**src/rtl/pc_ifid_stage.sv**
```systemverilog
// -----------------------------------------------------------------------------
// pc_ifid_stage
//   PC register plus IF/ID pipeline latch wrapped around the fetch stage.
//   currPC is presented to fetch; the fetched instruction and its PC+2 are
//   captured into the IF/ID register for decode. Handles hazard stalls,
//   branch/jump redirects (flushing the in-flight fetch), HALT detection with a
//   drain phase, and a final HALTED state in which fetch is frozen.
//
// Ports
//   clk            in   1   system clock, rising edge
//   rst            in   1   asynchronous reset, active-low
//   currPC         out  16  PC presented to fetch
//   fetch_nextPC   in   16  PC+2 computed by fetch for currPC
//   fetch_instr    in   16  instruction fetched at currPC
//   stall          in   1   hold PC and IF/ID contents
//   redirect       in   1   taken branch/jump: flush IF/ID and reload PC
//   redirect_pc    in   16  redirect target (bit 0 ignored)
//   halt_commit    in   1   HALT reached writeback: enter HALTED
//   ifid_valid     out  1   IF/ID holds a real instruction
//   ifid_instr     out  16  instruction to decode
//   ifid_pc_plus2  out  16  PC+2 of ifid_instr
//   halted         out  1   processor halted
// -----------------------------------------------------------------------------
module pc_ifid_stage #(
    parameter logic [15:0] RESET_PC  = 16'h0000,
    parameter logic [15:0] NOP_INSTR = 16'h0800,
    parameter logic [4:0]  HALT_OP   = 5'b00000
) (
    input  logic        clk,
    input  logic        rst,
    output logic [15:0] currPC,
    input  logic [15:0] fetch_nextPC,
    input  logic [15:0] fetch_instr,
    input  logic        stall,
    input  logic        redirect,
    input  logic [15:0] redirect_pc,
    input  logic        halt_commit,
    output logic        ifid_valid,
    output logic [15:0] ifid_instr,
    output logic [15:0] ifid_pc_plus2,
    output logic        halted
);

    typedef enum logic [1:0] {
        ST_RUN    = 2'd0,
        ST_DRAIN  = 2'd1,
        ST_HALTED = 2'd2
    } state_t;

    state_t      state_q, state_d;
    logic [15:0] pc_q, pc_d;
    logic        valid_q, valid_d;
    logic [15:0] instr_q, instr_d;
    logic [15:0] pp2_q, pp2_d;
    logic        halted_q, halted_d;

    logic [15:0] target_pc_s;
    logic        is_halt_s;

    // Redirect targets are always halfword aligned.
    assign target_pc_s = {redirect_pc[15:1], 1'b0};
    assign is_halt_s   = (fetch_instr[15:11] == HALT_OP);

    // Next-state and next-output logic; priority halt_commit > redirect > stall > advance.
    always_comb begin
        state_d  = state_q;
        pc_d     = pc_q;
        valid_d  = valid_q;
        instr_d  = instr_q;
        pp2_d    = pp2_q;
        halted_d = halted_q;

        case (state_q)
            ST_RUN: begin
                if (halt_commit) begin
                    // A same-edge redirect is deliberately dropped here.
                    state_d  = ST_HALTED;
                    halted_d = 1'b1;
                    valid_d  = 1'b0;
                    instr_d  = NOP_INSTR;
                end else if (redirect) begin
                    // Redirect wins over stall: the in-flight fetch is wrong-path.
                    pc_d    = target_pc_s;
                    valid_d = 1'b0;
                    instr_d = NOP_INSTR;
                end else if (stall) begin
                    pc_d = pc_q;
                end else begin
                    valid_d = 1'b1;
                    instr_d = fetch_instr;
                    pp2_d   = fetch_nextPC;
                    if (is_halt_s) begin
                        // Stop fetching past HALT and wait for it to commit.
                        state_d = ST_DRAIN;
                    end else begin
                        pc_d = fetch_nextPC;
                    end
                end
            end

            ST_DRAIN: begin
                if (halt_commit) begin
                    state_d  = ST_HALTED;
                    halted_d = 1'b1;
                    valid_d  = 1'b0;
                    instr_d  = NOP_INSTR;
                end else if (redirect) begin
                    // The HALT was on a squashed path; resume fetching.
                    state_d = ST_RUN;
                    pc_d    = target_pc_s;
                    valid_d = 1'b0;
                    instr_d = NOP_INSTR;
                end else if (stall) begin
                    pc_d = pc_q;
                end else begin
                    valid_d = 1'b0;
                    instr_d = NOP_INSTR;
                end
            end

            ST_HALTED: begin
                halted_d = 1'b1;
                valid_d  = 1'b0;
                instr_d  = NOP_INSTR;
            end

            default: begin
                // Illegal encoding: recover into a flushed RUN state.
                state_d  = ST_RUN;
                valid_d  = 1'b0;
                instr_d  = NOP_INSTR;
                halted_d = 1'b0;
            end
        endcase
    end

    // State and output registers with asynchronous active-low reset.
    always_ff @(posedge clk or negedge rst) begin
        if (!rst) begin
            state_q  <= ST_RUN;
            pc_q     <= RESET_PC;
            valid_q  <= 1'b0;
            instr_q  <= NOP_INSTR;
            pp2_q    <= 16'h0000;
            halted_q <= 1'b0;
        end else begin
            state_q  <= state_d;
            pc_q     <= pc_d;
            valid_q  <= valid_d;
            instr_q  <= instr_d;
            pp2_q    <= pp2_d;
            halted_q <= halted_d;
        end
    end

    assign currPC        = pc_q;
    assign ifid_valid    = valid_q;
    assign ifid_instr    = instr_q;
    assign ifid_pc_plus2 = pp2_q;
    assign halted        = halted_q;

endmodule

```
**config.mk**
```make
export PLATFORM = sky130hd
export DESIGN_NAME = pc_ifid_stage
export DESIGN_NICKNAME = d
export VERILOG_FILES = /design/src/rtl/pc_ifid_stage.sv
export SDC_FILE = /design/constraint.sdc
export NUM_CORES = 1
export LEC_CHECK = 0
export CORE_MARGIN = 10
export CORE_UTILIZATION = 36
export CTS_CLUSTER_SIZE = 25
export DETAILED_ROUTE_END_ITERATION = 16
export GPL_TIMING_DRIVEN = 1
export PLACE_DENSITY = 0.75
export SETUP_SLACK_MARGIN = 0.5
export SKIP_CTS_REPAIR_TIMING = 1
export SLEW_MARGIN = 25
export SYNTH_ARGS = -nofsm -noshare
export SYNTH_HDL_FRONTEND = slang
export SYNTH_SLANG_ARGS = --single-unit
```
**constraint.sdc**
```tcl
create_clock -name clk -period 1.2 [get_ports clk]
set_input_delay 0.12 -clock clk [delete_from_list [all_inputs] [get_ports clk]]
set_output_delay 0.12 -clock clk [all_outputs]
set_load 0.005 [all_outputs]
```
# == After elaboration in Yosys (flattened, before gate mapping) ==
# Index checks and enable logic that the tools add are counted.
# word_totals
regBits,52
in_bits,53
out_inout_bits,50
elab_cells,62
# classes
eq_ne,14
muxes,30
bitwise,4
reduce_logical,8
# op_table
cell,count
$mux 16,12
$pmux 16 s2,2
$ne 3x3->1 const B,6
$mux 2,6
$ne 4x4->1 const B,2
$mux 1,7
$ne 2x2->1 const B,3
$pmux 2 s3,1
$reduce_and 6->1,1
$logic_not 5->1,1
$reduce_and 5->1,1
$not 1->1,4
$pmux 1 s2,2
$reduce_and 4->1,1
$eq 2x1->1 const B,1
$eq 2x2->1 const B,1
$logic_not 2->1,1
$ne 2x1->1 const B,1
$reduce_and 2->1,1
$reduce_bool 2->1,1
$reduce_or 2->1,1

# == Longest topological paths before layout ==
# Gate-level depths: netlist of the first run.
# depth
ltp_word,6
depth_mapped,6
mapped_depth_nobuf,4

# == Least setup slack after synthesis of the first run ==
# OpenSTA, ideal clock, no wires.
# synth_path
kind,register to register
from,reg state_q[1]
to,reg pp2_q[0] (netlist: ifid_pc_plus2[0])
setup_ps,117
arrival_time_ps,1222
required_time_ps,1083
path_slack_ps,-138
stages_incl_launch_ff,6
n_path_buf,1
synth_period_minus_slack_ps,1338
path_cell_list,dfrtp_1 nor3_1 nand2_1 clkbuf_1 nand2_1 nand2_1
# synth_between
elab_chain_cells,2
# synth_rtl
element,line,source
start: declaration,50,"state_t state_q, state_d;"
start signal: assignment,147,state_q <= state_d;
$logic_not 2->1,73,case (state_q)
$reduce_and 4->1 (no line),n/a,
end signal: assignment,151,pp2_q <= pp2_d;
end: declaration,54,"logic [15:0] pp2_q, pp2_d;"
# Every way passes these cells.
# A chain may end at the register's enable or synchronous reset.

# == Worst setup path in the final report of the first run ==
# layout_path
from,reg state_q[1]
to,reg pc_q[11] (netlist: currPC[11])
# layout_between
elab_chain_cells,3
word_cells_on_any_way,10
classes_between,eq/ne (6); mux (1); reduce/logical (3)
# layout_rtl
element,line,source
$eq 2x1->1 / $logic_not 2->1 (equally long branches),73,
$ne 2x2->1 (no line) (tied with other cells),n/a,
$reduce_and 6->1 (no line),n/a,
end signal: assignment,148,pc_q <= pc_d;
end: declaration,51,"logic [15:0] pc_q, pc_d;"
# Parallel ways exist; a longest one is shown, timed or not.

==> metrics.md, run 1 <==
| Metric | Value |
|---|---|
| First-iteration detailed-routing DRC count | 57 |
| Most common cell in the synthesized netlist | nand2_1 |
| DRC | 0 |
| GPL Wtd Cong | 0.761 |
| Crit share post-route | 108% |
| CP max stage delay | 450 ps |
| Die W | 96.9 um |
| Compound-Gate Fraction of Synth Area | 13.2% |
| Register area | 0.00130 mm^2 |
| Distinct cells, synth | 25 |
| Post-synth ARST share | 100% |
| H-tree Lvls | 2 |
| Crit path required time | 1380 ps |
| Clock root buffer | clkbuf_8 |
| Combinational family with the most area after synthesis | simple AND/OR/NAND/NOR gates |
| Max_slew headroom | 75.8% |
| Crit path DAT | 1470 ps |
| Sequential cell area fraction in the yosys report | 61.2% |
| Fraction of layout instances using a drive strength above 1 | 45.0% |
| PnR Total Power | 3570 uW |
| Peak supply drop | 0.422 mV |
| Adder-cell share of the synthesized area | 0% |
| Yosys warning total | 0 |
| Final Slew Violations | 0 |
| CTS tree | yes |
| Hpwl dp | 5050 um |
| Tot GR Track Use | 13.6% |
| Place WS | -419 ps |
| Top FF cell, synth | dfrtp_1 |
| EDFF count, synth | 0 |
| Diodes inserted | 0 |
| Vias in the first global route | 2060 |
| I/O Buffers | 101 |
| Cells after synthesis | 195 |
| Grt total ovfl | 0 |
| Slowest stage cell on the critical path | dfrtp_2 |
| Top post-synthesis cells by area | dfrtp_1 (60%), nand2_1 (12%), mux2i_1 (7.1%), a22o_1 (6.2%), o21ai_1 (2.8%) |
| Mux cell area share after synthesis | 7.06% |
| Hold slack | -200 ps |
| Cell count after placement | 375 |
| Setup TNS | -2590 ps |
| CTS Sinks | 52 |
| Maxcap violations | 0 |
| Synth Area in Simple Gates | 14.5% |
| Leakage | 0.00199 uW |
| Skew-Pair Late Insertion Delay | 300 ps |
| Most common library cells after synthesis | nand2_1 (68), dfrtp_1 (51), a22o_1 (15), mux2i_1 (15), o21ai_1 (12) |
| Syn_area_per_cell | 10.9 um^2 |
| TritonCTS buffer count | 5 |
| Site Rows | 27 |
| Min-Delay Path Class | in2async |
| Most area-hungry cell type in the Yosys netlist | dfrtp_1 |
| P&R area growth vs syn | 73.6% |
| Vias per inst | 4.89 |
| Worst Setup Start Kind | flop |
| Initial antenna violation count | 0 |
| RSZ-0062 raised after global routing | true |
| CP Class | reg2reg |
| Crit path max fanout | 8 |
| Final min period | 1290 ps |
| Mapped Area | 0.00213 mm^2 |
| Die height | 96.9 um |
| Antenna Nets Post-Route | 0 |
| Status | finished, violations left |
| Measured slew at the worst slew-check pin | 363 ps |
| Flops & latches, synth | 52 |
| Filler cell count | 443 |
| Largest net degree at the start of global routing | 33 |
| Clock Skews | 3.31 ps |
| Mapped Nets | 248 |
| FMAX | 775 MHz |
| Yosys top cell area share | 60.0% |
| Clk slew on worst S/H paths | 90 ps |
| Final WS setup | -90.2 ps |
| Worst-case clock buffer depth | 2 |
| Die area | 0.00938 mm^2 |
| Hold Fails Final Rpt | 51 |
| Num ports | 103 |
| Xor/xnor cell area share of the yosys netlist | 0% |
| Final nets | 392 |
| Final core utilization | 65.9% |
| Routed vias | 2015 |
| CP Cell Sequence | buf_6 -> nor2_4 -> o211ai_4 -> clkbuf_16 -> nand2_2 -> o21ai_1 |
| Power per Cell Area | 967 mW/mm^2 |
| First-pass GRT wire length | 10700 um |
| Area of the multi-input gates | 911 um^2 |
| Drt pass-1 iters | 4 |
| Post-Layout Cell Count | 412 |
| Setup crit end kind | flop |
| Core area | 0.00561 mm^2 |
| Failing checks | negative hold slack, negative setup slack |
| Final WL | 7500 um |
| Setup violators final | 48 |
| Wire per inst | 18.2 um |
| Initial core utilization | 37.9% |
==> worst paths after layout <==
check | startpoint | endpoint | slack [ps] | depth (start not counted)
min in group clk | fetch_instr[12] | ifid_instr[12]$_DFFE_PN0P_ | 100 | 2
worst max-delay path | state_q[1]$_DFFE_PN0P_ | currPC[11]$_DFFE_PN0P_ | -90 | 6
worst min-delay path | rst | ifid_pc_plus2[6]$_DFFE_PN0P_ | -200 | 2
worst max register to register | state_q[1]$_DFFE_PN0P_ | currPC[11]$_DFFE_PN0P_ | -90 | 6
worst min register to register | ifid_pc_plus2[15]$_DFFE_PN0P_ | ifid_pc_plus2[15]$_DFFE_PN0P_ | 480 | 2
max in group asynchronous | rst | ifid_instr[3]$_DFFE_PN0P_ | 1110 | 2
==> report_power, final <==
part	internal (uW)	switching, uW	leakage [uW]
logic	369	265	0.00126
registers	1850	55.7	0.000688
clock network	470	563	0.0000445
==> cell families (layout without fill, tap and decap cells) <==
group,Yosys count,after routing
simple gates,77,77
mux,15,15
compound gates,38,38
flops,52,52
buf+inv,13,158
==> routing by layer <==
layer	vias up	share of wire [%]	GRT usage [%]
li1	950	-	-
met1	983	45	16.4
met2	77	48	21.9
met3	5	6.8	6.67
met4	0	0.48	2.03
met5	-	0	0
==> cell type report <==
cell class | instances | area share (%)
Sequential cell | 52 | 35.3
Timing Repair Buffer | 148 | 34.9
Multi-Input combinational cell | 130 | 24.7
Tap cell | 72 | 2.44
Clock buffer | 7 | 2.34
Clock inverter | 1 | 0.203
Inverter | 2 | 0.203
==> stage by stage <==
| step | cell area (um^2) | hold WS (ps) |
|---|---|---|
| CTS | 3450 | -196 |
| floorplan | 2190 | -176 |
| finish | 3690 | -200 |
| global placement | 3360 | 126 |
| global route | 3690 | -192 |
| detailed placement | 3360 | 134 |
==> worst max-delay path, delay by kind of cell, from the launching register on <==
kind | cells | cell delay [ps]
AND/OR/NAND/NOR | 2 | 180
AO/OA/AOI/OAI | 2 | 220
buffers and inverters | 2 | 330
flip-flops | 1 | 450
==> sequential cells by signal, summed over array words and instances (netlist names) <==
register       count
halted             1
currPC            16
ifid_instr        16
ifid_valid         1
state_q            2
ifid_pc_plus2     16
==> layout by cell type (no fill, tap or decap), types with 2 or more instances in the layout <==
| cell type | n |
|---|---|
| dfrtp_1 | 50 |
| buf_2 | 46 |
| clkdlybuf4s50_1 | 44 |
| nand2_1 | 40 |
| buf_4 | 31 |
| nand2_2 | 25 |
| a22o_1 | 15 |
| mux2i_1 | 13 |
| o21ai_1 | 13 |
| buf_6 | 7 |
| clkbuf_8 | 6 |
| dlymetal6s2s_1 | 6 |
| clkbuf_16 | 4 |
| clkbuf_2 | 4 |
| buf_12 | 4 |
| o21ai_2 | 3 |
| nand2_4 | 2 |
| or3_4 | 2 |
| nor2_4 | 2 |
| buf_8 | 2 |
Note: power is estimated with default switching activity, not from simulation.
==> run 2, diff against run 1 <==
CORE_UTILIZATION = 40   (was 36)
PLACE_DENSITY = 0.89   (was 0.75)
REMOVE_ABC_BUFFERS = 1   (was unset)
clock period = 1.3 ns   (was 1.2 ns; I/O delays follow)
==> metrics.md, run 2 (synthesis results as in run 1) <==
| Metric | Value |
|---|---|
| Status | finished, violations left |
| Failing checks | negative setup slack |
| CTS tree | yes |
| GPL Wtd Cong | 0.787 |
| CP max stage delay | 430 ps |
| Crit path required time | 1490 ps |
| RSZ-0062 raised after global routing | true |
| Wire per inst | 17.7 um |
| Final WL | 7290 um |
| CTS Sinks | 52 |
| Skew-Pair Late Insertion Delay | 300 ps |
| Most frequent cells in the layout | nand2_1 (49), dfrtp_1 (49), clkdlybuf4s50_1 (44) |
| DRC | 0 |
| Clock root buffer | clkbuf_8 |
| Worst-case clock buffer depth | 2 |
| Net Sw Power | 798 uW |
| P_int | 2750 uW |
| Setup crit end kind | flop |
| Peak supply drop | 0.791 mV |
| Final nets | 394 |
| Final WS setup | -52.2 ps |
| Max_slew headroom | 78.0% |
| Final min period | 1350 ps |
| Hpwl dp | 4910 um |
| Vias per inst | 4.92 |
| Die height | 92.9 um |
| Crit path max fanout | 5 |
| Tot GR Track Use | 14.4% |
| Initial antenna violation count | 0 |
| Min-Delay Path Class | in2reg |
| Num ports | 103 |
| Final core utilization | 72.8% |
| Fraction of layout instances using a drive strength above 1 | 42.1% |
| Final Slew Violations | 0 |
| CP Class | reg2reg |
| TritonCTS buffer count | 5 |
| Clock power share | 33.3% |
| Die W | 92.9 um |
| Reg power frac | 49.5% |
| Diodes inserted | 0 |
| Setup violators final | 13 |
| Combinational power share | 17.2% |
| Drt pass-1 iters | 4 |
| Leakage | 0.00203 uW |
| Largest net degree at the start of global routing | 52 |
| Clock Skews | 9.62 ps |
| CP Cell Sequence | inv_2 -> a21oi_4 -> clkbuf_16 -> mux2i_1 -> o21ai_1 |
| Site Rows | 26 |
| Maxcap violations | 0 |
| H-tree Lvls | 2 |
| Grt total ovfl | 0 |
| Place WS | -420 ps |
| I/O Buffers | 101 |
| Routed vias | 2029 |
| Measured slew at the worst slew-check pin | 328 ps |
| FMAX | 740 MHz |
| Die area | 0.00863 mm^2 |
| First-iteration detailed-routing DRC count | 89 |
| Vias in the first global route | 1963 |
| Hold Fails Final Rpt | 0 |
| Clk slew on worst S/H paths | 90 ps |
| Slowest stage cell on the critical path | dfrtp_2 |
| Crit share post-route | 104% |
| Core area | 0.00514 mm^2 |
| Sw Ratio | 22.5% |
| Power per Cell Area | 949 mW/mm^2 |
| Worst Setup Start Kind | flop |
| First-pass GRT wire length | 9870 um |
| P&R area growth vs syn | 75.9% |
| Antenna Nets Post-Route | 0 |
| PnR Total Power | 3550 uW |
| Filler cell count | 391 |
| Initial core utilization | 41.4% |
| Crit path DAT | 1540 ps |
==> run 2: cell types whose count changed in the layout (fill, tap and decap cells not counted), moves of 2 or more <==
cell	change
nand2_1	+9
nand2_2	-11
buf_2	-3
clkbuf_2	+3
nand2_4	+3
nor2_1	+3
nor2_4	-2
clkbuf_16	+2
buf_6	-2
==> run 2: per-layer routing <==
metal	vias up	part of all wire, %	GRT usage [%]
met2	89	50	23.8
met1	981	39	15.4
met5	-	0	0
li1	952	-	-
met3	7	10	8.56
met4	0	0.96	3.60
==> run 2: layout make-up <==
class / instances / area (um^2) / area share (%)
repair buffers: 150 / 1340 / 35.8
flip-flops and latches: 52 / 1310 / 34.9
multi-input cells: 130 / 877 / 23.4
clock buffers: 7 / 96.3 / 2.58
well taps: 70 / 87.6 / 2.34
clock inverters: 1 / 30.0 / 0.803
inverters: 2 / 7.51 / 0.201
==> run 2: worst paths after layout <==
| path | slack [ps] | depth (start not counted) | from | endpoint |
|---|---|---|---|---|
| worst min register to register | 480 | 2 | ifid_instr[11]$_DFFE_PN1P_ | ifid_instr[11]$_DFFE_PN1P_ |
| worst max register to register | -50 | 5 | state_q[1]$_DFFE_PN0P_ | currPC[7]$_DFFE_PN0P_ |
| max in group asynchronous | 600 | 3 | rst | ifid_instr[11]$_DFFE_PN1P_ |
| worst min-delay path | 110 | 2 | fetch_instr[12] | ifid_instr[12]$_DFFE_PN0P_ |
| min in group asynchronous | 190 | 2 | rst | currPC[10]$_DFFE_PN0P_ |
| worst max-delay path | -50 | 5 | state_q[1]$_DFFE_PN0P_ | currPC[7]$_DFFE_PN0P_ |
==> run 2: stage by stage <==
step | instances | hold slack [ps] | TNS, ps | instance area, um^2
finish | 412 | 112 | -334 | 3740
global route | 412 | 110 | -2540 | 3740
CTS | 377 | -392 | -5220 | 3440
detailed placement | 369 | -68.2 | -18320 | 3310
global placement | 369 | -72.6 | -16500 | 3310
floorplan | 184 | -166 | -16700 | 2050
==> run 2: worst max-delay path: cells and delay by family, from the launching register on <==
kind                   cells  cell delay, ps
AOI/OAI and AO/OA          2             330
muxes                      1             200
buffers and inverters      2             270
DFF                        1             430
==> run 2: power groups by stage <==
| stage | Sequential (uW) | Clock (uW) | Combinational [uW] |
|---|---|---|---|
| CTS | 1760 | 1190 | 576 |
| floorplan | 1790 | 0 | 112 |
| global placement | 1790 | 0 | 557 |
| detailed placement | 1790 | 0 | 574 |
| global route | 1770 | 1270 | 666 |
| finish | 1760 | 1180 | 612 |
